## config.mk

```make
export PLATFORM = sky130hd
export DESIGN_NAME = uart_frame_ctrl
export DESIGN_NICKNAME = d
export VERILOG_FILES = /design/src/rtl/uart_frame_ctrl.sv
export SDC_FILE = /design/constraint.sdc
export NUM_CORES = 1
export LEC_CHECK = 0
export CORE_ASPECT_RATIO = 0.5
export CORE_MARGIN = 2
export CORE_UTILIZATION = 60
export DETAILED_ROUTE_END_ITERATION = 16
export GPL_ROUTABILITY_DRIVEN = 1
export PLACE_DENSITY = 0.79
export SLEW_MARGIN = 20
export SYNTH_ARGS = -nofsm -noshare
export SYNTH_HDL_FRONTEND = slang
export SYNTH_SLANG_ARGS = --single-unit
```

## constraint.sdc

```tcl
create_clock -name clk -period 2.9 [get_ports clk]
set_input_delay 0.29 -clock clk [delete_from_list [all_inputs] [get_ports clk]]
set_output_delay 0.29 -clock clk [all_outputs]
set_load 0.01 [all_outputs]
```

## src/rtl/uart_frame_ctrl.sv

```systemverilog
// uart_frame_ctrl: turns the UART receiver byte stream into SOF/LEN/payload/CHK
// frames, buffers the payload, verifies the XOR checksum and holds each good
// frame for a valid/ready consumer that reads the payload by address.
module uart_frame_ctrl #(
    parameter logic [7:0] SOF            = 8'hA5,
    parameter int         MAX_LEN        = 16,
    parameter int         TIMEOUT_CYCLES = 34720
) (
    input  logic       clk,
    input  logic       rst_n,
    input  logic       byte_valid,
    input  logic [7:0] byte_data,
    output logic       frame_valid,
    input  logic       frame_ready,
    output logic [4:0] frame_len,
    input  logic [3:0] rd_addr,
    output logic [7:0] rd_data,
    output logic       busy,
    output logic       err_len,
    output logic       err_chk,
    output logic       err_timeout,
    output logic       err_overrun
);

    localparam int              TW         = $clog2(TIMEOUT_CYCLES + 1);
    localparam logic [7:0]      MAX_LEN_B  = 8'(MAX_LEN);
    localparam logic [TW-1:0]   TMO_LAST   = TW'(TIMEOUT_CYCLES - 1);

    typedef enum logic [2:0] {
        HUNT,
        GET_LEN,
        GET_PAYLOAD,
        GET_CHK,
        HOLD
    } state_t;

    state_t        state, state_nxt;
    logic [4:0]    len_nxt;
    logic [7:0]    chk, chk_nxt;
    logic [3:0]    idx, idx_nxt;
    logic [TW-1:0] tmo_cnt, tmo_nxt;
    logic          err_len_nxt, err_chk_nxt, err_timeout_nxt, err_overrun_nxt;
    logic          buf_we;
    logic [7:0]    frame_buf [MAX_LEN];

    // Next-state, datapath updates and error pulses for the framing FSM.
    always_comb begin
        // NOTE: every output of this block gets a default first, so no path
        // through the case statement can leave a variable unassigned (latch).
        state_nxt       = state;
        len_nxt         = frame_len;
        chk_nxt         = chk;
        idx_nxt         = idx;
        tmo_nxt         = '0;
        err_len_nxt     = 1'b0;
        err_chk_nxt     = 1'b0;
        err_timeout_nxt = 1'b0;
        err_overrun_nxt = 1'b0;
        buf_we          = 1'b0;

        // Inter-byte watchdog: only runs while a frame is partially received.
        if (state == GET_LEN || state == GET_PAYLOAD || state == GET_CHK) begin
            if (byte_valid) begin
                tmo_nxt = '0;
            end else if (tmo_cnt == TMO_LAST) begin
                tmo_nxt         = '0;
                err_timeout_nxt = 1'b1;
                state_nxt       = HUNT;
            end else begin
                tmo_nxt = tmo_cnt + 1'b1;
            end
        end

        case (state)
            HUNT: begin
                if (byte_valid && byte_data == SOF) begin
                    state_nxt = GET_LEN;
                    chk_nxt   = '0;
                end
            end
            GET_LEN: begin
                if (byte_valid) begin
                    if (byte_data == 8'd0 || byte_data > MAX_LEN_B) begin
                        err_len_nxt = 1'b1;
                        state_nxt   = HUNT;
                    end else begin
                        len_nxt   = byte_data[4:0];
                        chk_nxt   = byte_data;
                        idx_nxt   = '0;
                        state_nxt = GET_PAYLOAD;
                    end
                end
            end
            GET_PAYLOAD: begin
                if (byte_valid) begin
                    buf_we  = 1'b1;
                    chk_nxt = chk ^ byte_data;
                    if ({1'b0, idx} == frame_len - 5'd1) begin
                        state_nxt = GET_CHK;
                    end else begin
                        idx_nxt = idx + 4'd1;
                    end
                end
            end
            GET_CHK: begin
                if (byte_valid) begin
                    if (byte_data == chk) begin
                        state_nxt = HOLD;
                    end else begin
                        err_chk_nxt = 1'b1;
                        state_nxt   = HUNT;
                    end
                end
            end
            HOLD: begin
                // The single buffer is occupied: any incoming byte is lost.
                err_overrun_nxt = byte_valid;
                if (frame_valid && frame_ready) begin
                    state_nxt = HUNT;
                end
            end
            default: state_nxt = HUNT;
        endcase
    end

    // State, control registers and registered status/error outputs.
    always_ff @(posedge clk or negedge rst_n) begin
        if (!rst_n) begin
            state       <= HUNT;
            frame_len   <= '0;
            chk         <= '0;
            idx         <= '0;
            tmo_cnt     <= '0;
            frame_valid <= 1'b0;
            busy        <= 1'b0;
            err_len     <= 1'b0;
            err_chk     <= 1'b0;
            err_timeout <= 1'b0;
            err_overrun <= 1'b0;
        end else begin
            // NOTE: non-blocking assignments here so every register samples
            // the pre-edge values computed above, independent of statement order.
            state       <= state_nxt;
            frame_len   <= len_nxt;
            chk         <= chk_nxt;
            idx         <= idx_nxt;
            tmo_cnt     <= tmo_nxt;
            frame_valid <= (state_nxt == HOLD);
            busy        <= (state_nxt != HUNT);
            err_len     <= err_len_nxt;
            err_chk     <= err_chk_nxt;
            err_timeout <= err_timeout_nxt;
            err_overrun <= err_overrun_nxt;
        end
    end

    // Payload buffer write port; written only while collecting payload.
    always_ff @(posedge clk) begin
        // NOTE: the buffer has no reset; its contents are meaningless until a
        // frame is written, and leaving it unreset lets it map onto plain RAM.
        if (buf_we) begin
            frame_buf[idx] <= byte_data;
        end
    end

    assign rd_data = frame_buf[rd_addr];

endmodule

```

# Word-level counts from Yosys, hierarchy flattened

Memories as Yosys holds them, arrays and structs flattened.
Cells that the tools add are included.

Output and inout bits: 19
Bits of input ports: 16
Memories kept: 1
Logic and storage cells: 84
Bits in writable memories: 128
Register bits after elaboration: 42

Add/subtract/negate cells: 3
Multiplexer cells: 39
Order comparisons: 1
Reduce and logical (&&, ||, !) cells: 13
Equality and inequality tests: 14
Bitwise operators: 2

Memory list:

| memory    | words | bits a word | rd ports | clocked after memory_dff | write ports | RTL line | source |
|---|---|---|---|---|---|---|---|
| frame_buf | 16    | 8           | 1        | 0                        | 1           | 44       | `logic [7:0] frame_buf [MAX_LEN];` |

Operators by type and width:

| cell                                                                             | count |
|---|---|
| 16-bit two-way mux                                                               | 3 |
| 8-bit two-way mux                                                                | 4 |
| 3-bit two-way mux                                                                | 10 |
| 8-bit one-hot mux with 3 select lines                                            | 1 |
| 16-bit by 1-bit adder with 16-bit output (second input constant)                 | 1 |
| 16-bit equality test (second input constant)                                     | 1 |
| 4-bit two-way mux                                                                | 4 |
| 3-bit one-hot mux with 5 select lines                                            | 1 |
| 1-bit two-way mux                                                                | 14 |
| 2-bit != test (second input constant)                                            | 5 |
| 5-bit AND reduction                                                              | 2 |
| 8-bit equality test                                                              | 1 |
| 8-bit equality test (second input constant)                                      | 1 |
| 8-bit by 5-bit greater-than comparator with 1-bit output (second input constant) | 1 |
| 8-bit zero test                                                                  | 1 |
| 4-bit one-hot mux with 2 select lines                                            | 1 |
| 8-bit XOR                                                                        | 1 |
| 3-bit by 2-bit equality test with 1-bit output (second input constant)           | 2 |
| 3-bit equality test (second input constant)                                      | 2 |
| 3-bit nonzero test                                                               | 2 |
| 4-bit by 5-bit equality test with 1-bit output                                   | 1 |
| 5-bit by 1-bit subtractor with 5-bit output (second input constant)              | 1 |
| 4-bit by 1-bit adder with 4-bit output (second input constant)                   | 1 |
| 3-bit by 1-bit equality test with 1-bit output (second input constant)           | 1 |
| 7 further kinds                                                                  | 10 |

# Longest topological paths before layout

Gate-level depths: netlist of run 1.

Word-level depth: 8
Mapped depth: 7
Gate-level depth less buffers: 7

# Worst setup path before layout of run 1

Ideal clock, no wire load.

Path type: register -> register
From: register state[2]
To: memory frame_buf[3][0], enable pin
Data arrival time: 2.266 ns
Cell stages (with the launch flop): 7
Path slack: 0.251 ns
Period minus slack after synthesis: 2.649 ns
Data required time: 2.517 ns
Path buffers: 2
Path through: dfrtp_1 -> buf_6 -> or3b_2 -> clkbuf_1 -> nor2_1 -> nand2_1 -> nor3_1

Cells in the longest elaborated chain, start to end: 4

RTL lines:

| what                                           | RTL line | source |
|---|---|---|
| start, declared                                | 37       | `state_t state, state_nxt;` |
| start signal, assigned                         | 143      | `state <= state_nxt;` |
| 3-bit by 2-bit equality test with 1-bit output | 74       | `case (state)` |
| 1-bit two-way mux                              | 74       |  |
| 1-bit two-way mux                              | 161      | `if (buf_we) begin` |
| 1-bit two-way mux (not written as such)        | 162      | `frame_buf[idx] <= byte_data;` |
| end, declared                                  | 44       |  |

Every way passes these cells.

# Final worst setup path of run 1

From: input port rd_addr[1]
To: output port rd_data[3]

Cells in the longest elaborated chain, start to end: 1

RTL lines:

| what              | RTL line | source |
|---|---|---|
| start, declared   | 16       | `input logic [3:0] rd_addr,` |
| memory 16 x 8 bit | -        |  |
| end, declared     | 17       | `output logic [7:0] rd_data,` |

Every way passes these cells.

==> flow_summary.json, run 1 <==
{
  "cap_violations": 0,
  "std_cell_rows": 28,
  "drc_errors": 0,
  "reg2reg_slack_ns": 0.41,
  "ys.warnings.count": 0,
  "cts_buffers": 17,
  "grtUsageTotal": 0.267,
  "drt_iter0_drc": 362,
  "hp-class": "input port to async pin",
  "cp_max_fo": 32,
  "status": "finished with violations",
  "clockRootBuffer": "clkbuf_16",
  "synth_top_cells_by_area": "edfxtp_1, dfrtp_1, mux4_2",
  "cp-end-kind": "output port",
  "htree_levels": 4,
  "syn_inst": 431,
  "slew_viol_final": 0,
  "synth-seq-cells": 170,
  "finClkSkew_ns": 0.0135,
  "hold_ws_ns": -0.000446,
  "hold_viol": 2,
  "violations": "hold timing",
  "fmaxAchievable_mhz": 366,
  "die_h_um": 81.0,
  "place_congestion": 0.829,
  "grt_overflow_total": 0,
  "postCtsSetupRepairBufs": 0,
  "tns_ns": 0,
  "peakVddDrop_v": 0.000539,
  "dpl_cell_area_um2": 7830,
  "synth_top_area_cell": "edfxtp_1",
  "n_antenna_cell": 0,
  "setup_viol": 0,
  "synth_area_per_cell_um2": 16.5,
  "cts_tree": "built",
  "fill_cells": 727,
  "antenna_left": 0,
  "p_leak_nw": 2.97,
  "startpoint_type": "input port",
  "path_cells": "clkdlybuf4s50_1 > buf_12 > mux4_2 > mux4_2 > clkdlybuf4s50_1",
  "drive_above_1_share": 0.224,
  "power_density_nw_per_um2": 620,
  "area_growth_syn_to_layout_pct": 18.5,
  "grt_pass1_wl_um": 23700,
  "coreArea_um2": 11700,
  "place_hpwl_um": 9430,
  "r2r_start": "tmo_cnt[5]$_DFF_PN0_",
  "ctsResizeCount": 0,
  "nets": 519,
  "dieArea_um2": 12800,
  "worst_path_dominant_cell_family": "buffers and inverters",
  "synthArstFlopShare": 0.247,
  "wl_um": 15600,
  "max_stage_delay_ns": 0.51,
  "postSynthNetCount": 453,
  "slew_headroom": 0.376,
  "clk_pin_slew_worst_paths_ns": 0.07,
  "ys_seq_area_frac": 0.687,
  "grt_max_degree": 43,
  "synth-edff-count": 128,
  "synth_ff_type": "edfxtp_1",
  "io_buffers": 34,
  "start_util": 0.609,
  "via_per_inst": 6.19,
  "required_ns": 2.61,
  "critPathKind": "input port to output port",
  "worstSkewPairLatency_ns": 0.43,
  "startpoint": "rd_addr[1]",
  "wire_per_inst_um": 23.2,
  "design_area_um2": 8430,
  "yosysTopAreaCellShare": 0.540,
  "die_w_um": 158,
  "worst_pin_slew_ns": 0.936,
  "cts_hold_buf": 0,
  "ios": 35,
  "antenna_found_initial": 0,
  "grt_pass1_vias": 4097,
  "netlist_area_um2": 7120,
  "vias": 4179,
  "first_pass_iters": 5,
  "period_minus_slack_ns": 2.74,
  "slowest_stage": "clkdlybuf4s50_1",
  "post-route-period-util": 0.943,
  "clockBufferDepth": 2,
  "synth_cell_types": 51,
  "clock_sinks": 170,
  "cp.buffers_inverters": 3,
  "worst_ep_arrival_time_ns": 2.45,
  "rsz0062_at_grt": "no"
}
-- layer usage --
metal | routed length, um | GRT usage | up-vias
li1 | - | - | 1809
met1 | 6410 | 0.373 | 2132
met5 | 0 | 0 | -
met4 | 369 | 0.122 | 0
met3 | 1430 | 0.0630 | 30
met2 | 7430 | 0.410 | 208
-- flip-flops by register name, summed over array words and instances (netlist names) --
| register | flops |
|---|---|
| err_len | 1 |
| chk | 8 |
| err_chk | 1 |
| frame_buf | 128 |
| err_timeout | 1 |
| frame_len | 5 |
| tmo_cnt | 16 |
| state | 3 |
| frame_valid | 1 |
| idx | 4 |
| err_overrun | 1 |
| busy | 1 |
-- final timing paths --
check / endpoint / depth (start not counted)
setup / recovery: rd_data[3] / 5
hold / removal: tmo_cnt[7]$_DFF_PN0_ / 1
setup reg to reg: busy$_DFF_PN0_ / 5
hold reg to reg: tmo_cnt[0]$_DFF_PN0_ / 1
max in group asynchronous: frame_len[4]$_DFFE_PN0P_ / 1
min in group clk: tmo_cnt[0]$_DFF_PN0_ / 1
-- where the power goes --
group,internal [mW],switching (mW),total [mW]
Combinational,0.129,0.132,0.261
Sequential,2.63,0.0121,2.64
Clock,1.31,1.02,2.33
Total,4.06,1.17,5.23
-- stage by stage --
step | std cells | total power, mW | utilization | setup WS (ns) | hold WS (ns)
2_1_floorplan | 431 | 2.82 | - | 0.251 | -0.00559
3_3_place_gp | 643 | 2.95 | 0.669 | 0.234 | 0.470
3_5_place_dp | 643 | 2.95 | 0.669 | 0.209 | 0.475
4_1_cts | 675 | 5.25 | 0.721 | 0.157 | 0.0328
5_1_grt | 675 | 5.38 | 0.721 | 0.113 | 0.0979
6_report | 675 | 5.23 | 0.721 | 0.164 | -0.000446
-- layout by cell type, fill, tap and decap left out, drive strengths merged, types with 3 or more instances in the layout --
cell,Yosys,layout
edfxtp,128,128
nor2,42,42
dfrtp,42,42
mux4,40,40
clkdlybuf4s50,0,32
buf,6,32
nand2,28,28
inv,11,18
o21ai,17,17
clkbuf,11,17
xnor2,14,14
xor2,10,10
nor3,8,8
nand4,7,7
nand3,7,7
ha,6,6
o21bai,4,4
a32o,4,4
nor4b,3,3
o211ai,3,3
o31ai,3,3
and3,3,3
nand2b,3,3
clkinvlp,0,3
or3,3,3
clkinv,0,3
-- cell families after synthesis --
group | Yosys count | synth area share
XOR/XNOR | 25 | 0.0327
buffers and inverters | 28 | 0.0172
AND/OR/NAND/NOR | 120 | 0.0845
adder cells (fa/ha/maj) | 6 | 0.0105
AO/OA/AOI/OAI | 41 | 0.0395
multiplexers | 41 | 0.128
flip-flops | 170 | 0.687
-- synth_stat cells (2+ instances only) --
master / count
edfxtp_1: 128
dfrtp_1: 42
nor2_1: 42
mux4_2: 40
nand2_1: 27
o21ai_0: 17
xnor2_1: 14
inv_1: 11
clkbuf_1: 10
xor2_1: 10
nor3_1: 8
nand3_1: 7
nand4_1: 7
ha_1: 6
buf_1: 5
a32o_1: 4
o21bai_1: 4
and3_1: 3
nand2b_1: 3
nor4b_1: 3
o211ai_1: 3
o31ai_1: 3
a21oi_1: 2
and2b_2: 2
nor3b_1: 2
nor4_1: 2
or3_1: 2
-- area by class of cell --
type	count	area [um2]	share of cell area
Clock inverter	15	183	0.0217
Timing Repair Buffer	64	581	0.0688
Tap cell	165	206	0.0245
Clock buffer	17	425	0.0504
Sequential cell	170	4890	0.580
Inverter	11	41.3	0.00490
Multi-Input combinational cell	233	2100	0.249
Power figures use the tool's default switching activity.
==> run 2, diff against run 1 <==
--- a/config.mk
+++ b/config.mk
@@ -5,12 +5,12 @@
 export SDC_FILE = /design/constraint.sdc
 export NUM_CORES = 1
 export LEC_CHECK = 0
+export ABC_CLOCK_PERIOD_IN_PS = 3100
 export CORE_ASPECT_RATIO = 0.5
 export CORE_MARGIN = 2
-export CORE_UTILIZATION = 60
+export CORE_UTILIZATION = 25
 export DETAILED_ROUTE_END_ITERATION = 16
 export GPL_ROUTABILITY_DRIVEN = 1
-export PLACE_DENSITY = 0.79
 export SLEW_MARGIN = 20
 export SYNTH_ARGS = -nofsm -noshare
 export SYNTH_HDL_FRONTEND = slang
==> constraint.sdc (replaced) <==
create_clock -name clk -period 3.1 [get_ports clk]
set_input_delay 0.31 -clock clk [delete_from_list [all_inputs] [get_ports clk]]
set_output_delay 0.31 -clock clk [all_outputs]
set_load 0.01 [all_outputs]
==> run 2 against run 1 <==
  * The flow now finishes without violations
  * Global-route usage down 16 points
  * Non-clock buffer count up 1
  * Largest power group unchanged
  * Clock skew down 0.00073 ns
  * Register-to-register slack better by 0.23 ns
==> flow_summary.json, run 2 (synthesis results as in run 1) <==
{
  "place_hpwl_um": 9910,
  "postCtsSetupRepairBufs": 0,
  "period_minus_slack_ns": 2.74,
  "grt_pass1_wl_um": 24500,
  "tns_ns": 0,
  "clk_pin_slew_worst_paths_ns": 0.07,
  "power_density_nw_per_um2": 552,
  "vias": 3946,
  "slew_headroom": 0.482,
  "fmaxAchievable_mhz": 365,
  "io_buffers": 34,
  "nets": 520,
  "clockRootBuffer": "clkbuf_16",
  "die_w_um": 243,
  "slew_viol_final": 0,
  "grt_overflow_total": 0,
  "cts_tree": "built",
  "top_register": "frame_buf",
  "wire_per_inst_um": 17.6,
  "hold_ws_ns": 0.297,
  "ctsResizeCount": 0,
  "rsz0062_at_grt": "no",
  "drt_iter0_drc": 269,
  "worst_slack_ns": 0.362,
  "finClkSkew_ns": 0.0127,
  "cts_buffers": 17,
  "cap_violations": 0,
  "area_growth_syn_to_layout_pct": 22.3,
  "htree_levels": 4,
  "hp-class": "input port to async pin",
  "fill_cells": 2740,
  "drc_errors": 0,
  "setup_viol": 0,
  "n_antenna_cell": 0,
  "critPathKind": "input port to output port",
  "worst_ep_arrival_time_ns": 2.43,
  "cp_max_fo": 32,
  "p_total_mw": 4.81,
  "post-route-period-util": 0.883,
  "worstSkewPairLatency_ns": 0.43,
  "via_per_inst": 4.42,
  "place_ws_ns": 0.337,
  "antenna_found_initial": 0,
  "worst_pin_slew_ns": 0.773,
  "required_ns": 2.79,
  "largest_reg_flops": 128,
  "reg_top3": "frame_buf x128, tmo_cnt x16, chk x8",
  "wl_um": 15700,
  "peakVddDrop_v": 0.000345,
  "ios": 35,
  "cts_hold_buf": 0,
  "clock_sinks": 170,
  "startpoint_type": "input port",
  "grt_max_degree": 43,
  "first_pass_iters": 4,
  "std_cell_rows": 43,
  "antenna_left": 0,
  "p_leak_nw": 2.97,
  "dieArea_um2": 29900,
  "hold_viol": 0,
  "final_cell_mix": "edfxtp_1, nor2_1, dfrtp_1",
  "status": "complete, no violations",
  "clockBufferDepth": 2,
  "coreArea_um2": 27900,
  "place_congestion": 0.740,
  "final_common_cell": "edfxtp_1",
  "grt_pass1_vias": 4181,
  "start_util": 0.255,
  "cp-end-kind": "output port",
  "drive_above_1_share": 0.221,
  "die_h_um": 123,
  "grtUsageTotal": 0.111
}
==> run 2: cell types whose count changed in the layout (fill, tap and decap cells not counted) <==
cell,previous run,this run
buf_12,2,3
buf_4,28,27
bufinv_16,2,1
clkbuf_1,0,1
clkinv_4,1,2
clkinv_8,1,2
clkinvlp_4,3,2
dlygate4sd3_1,0,1
inv_8,4,3
==> run 2: layout make-up <==
cell class                      instances  area (um2)  share of cell area
Tap cell                              382         478              0.0549
Clock buffer                           18         429              0.0493
Timing Repair Buffer                   65         603              0.0693
Inverter                               11        41.3             0.00474
Multi-Input combinational cell        233        2100               0.242
Clock inverter                         14         159              0.0182
Sequential cell                       170        4890               0.562
==> run 2: path summary, 6_finish.rpt <==
path	from	end	slack (ns)	cells after the start
setup / recovery	rd_addr[1]	rd_data[5]	0.36	5
hold / removal	rst_n	busy$_DFF_PN0_	0.30	2
setup reg to reg	tmo_cnt[5]$_DFF_PN0_	busy$_DFF_PN0_	0.64	5
hold reg to reg	tmo_cnt[0]$_DFF_PN0_	tmo_cnt[0]$_DFF_PN0_	0.48	1
max in group asynchronous	rst_n	idx[2]$_DFFE_PN0P_	2.33	3
min in group clk	tmo_cnt[0]$_DFF_PN0_	tmo_cnt[0]$_DFF_PN0_	0.48	1
==> run 2: metrics by stage <==
stage	instances	instance area, um2	util
2_1_floorplan	431	7120	-
3_3_place_gp	859	8090	0.290
3_5_place_dp	859	8090	0.290
4_1_cts	891	8680	0.311
5_1_grt	893	8710	0.312
6_report	893	8710	0.312
==> run 2: layer usage <==
| layer | routed length, um | up-vias | GRT usage |
|---|---|---|---|
| li1 | - | 1810 | - |
| met1 | 6980 | 2033 | 0.140 |
| met2 | 7600 | 86 | 0.186 |
| met3 | 851 | 17 | 0.0282 |
| met4 | 297 | 0 | 0.0414 |
| met5 | 0 | - | 0 |
==> run 2: where the power goes <==
group          switching [mW]  total (mW)  internal [mW]  leakage (nW)
combinational           0.123       0.245          0.123         0.982
sequential             0.0103        2.47           2.46          1.71
clock                   0.951        2.09           1.14         0.280
==> run 2: critical path, stage by stage <==
cell and delay (ns):
clkdlybuf4s50_1 0.51, buf_12 0.23, mux4_2 0.35, mux4_2 0.51, clkdlybuf4s50_1 0.51
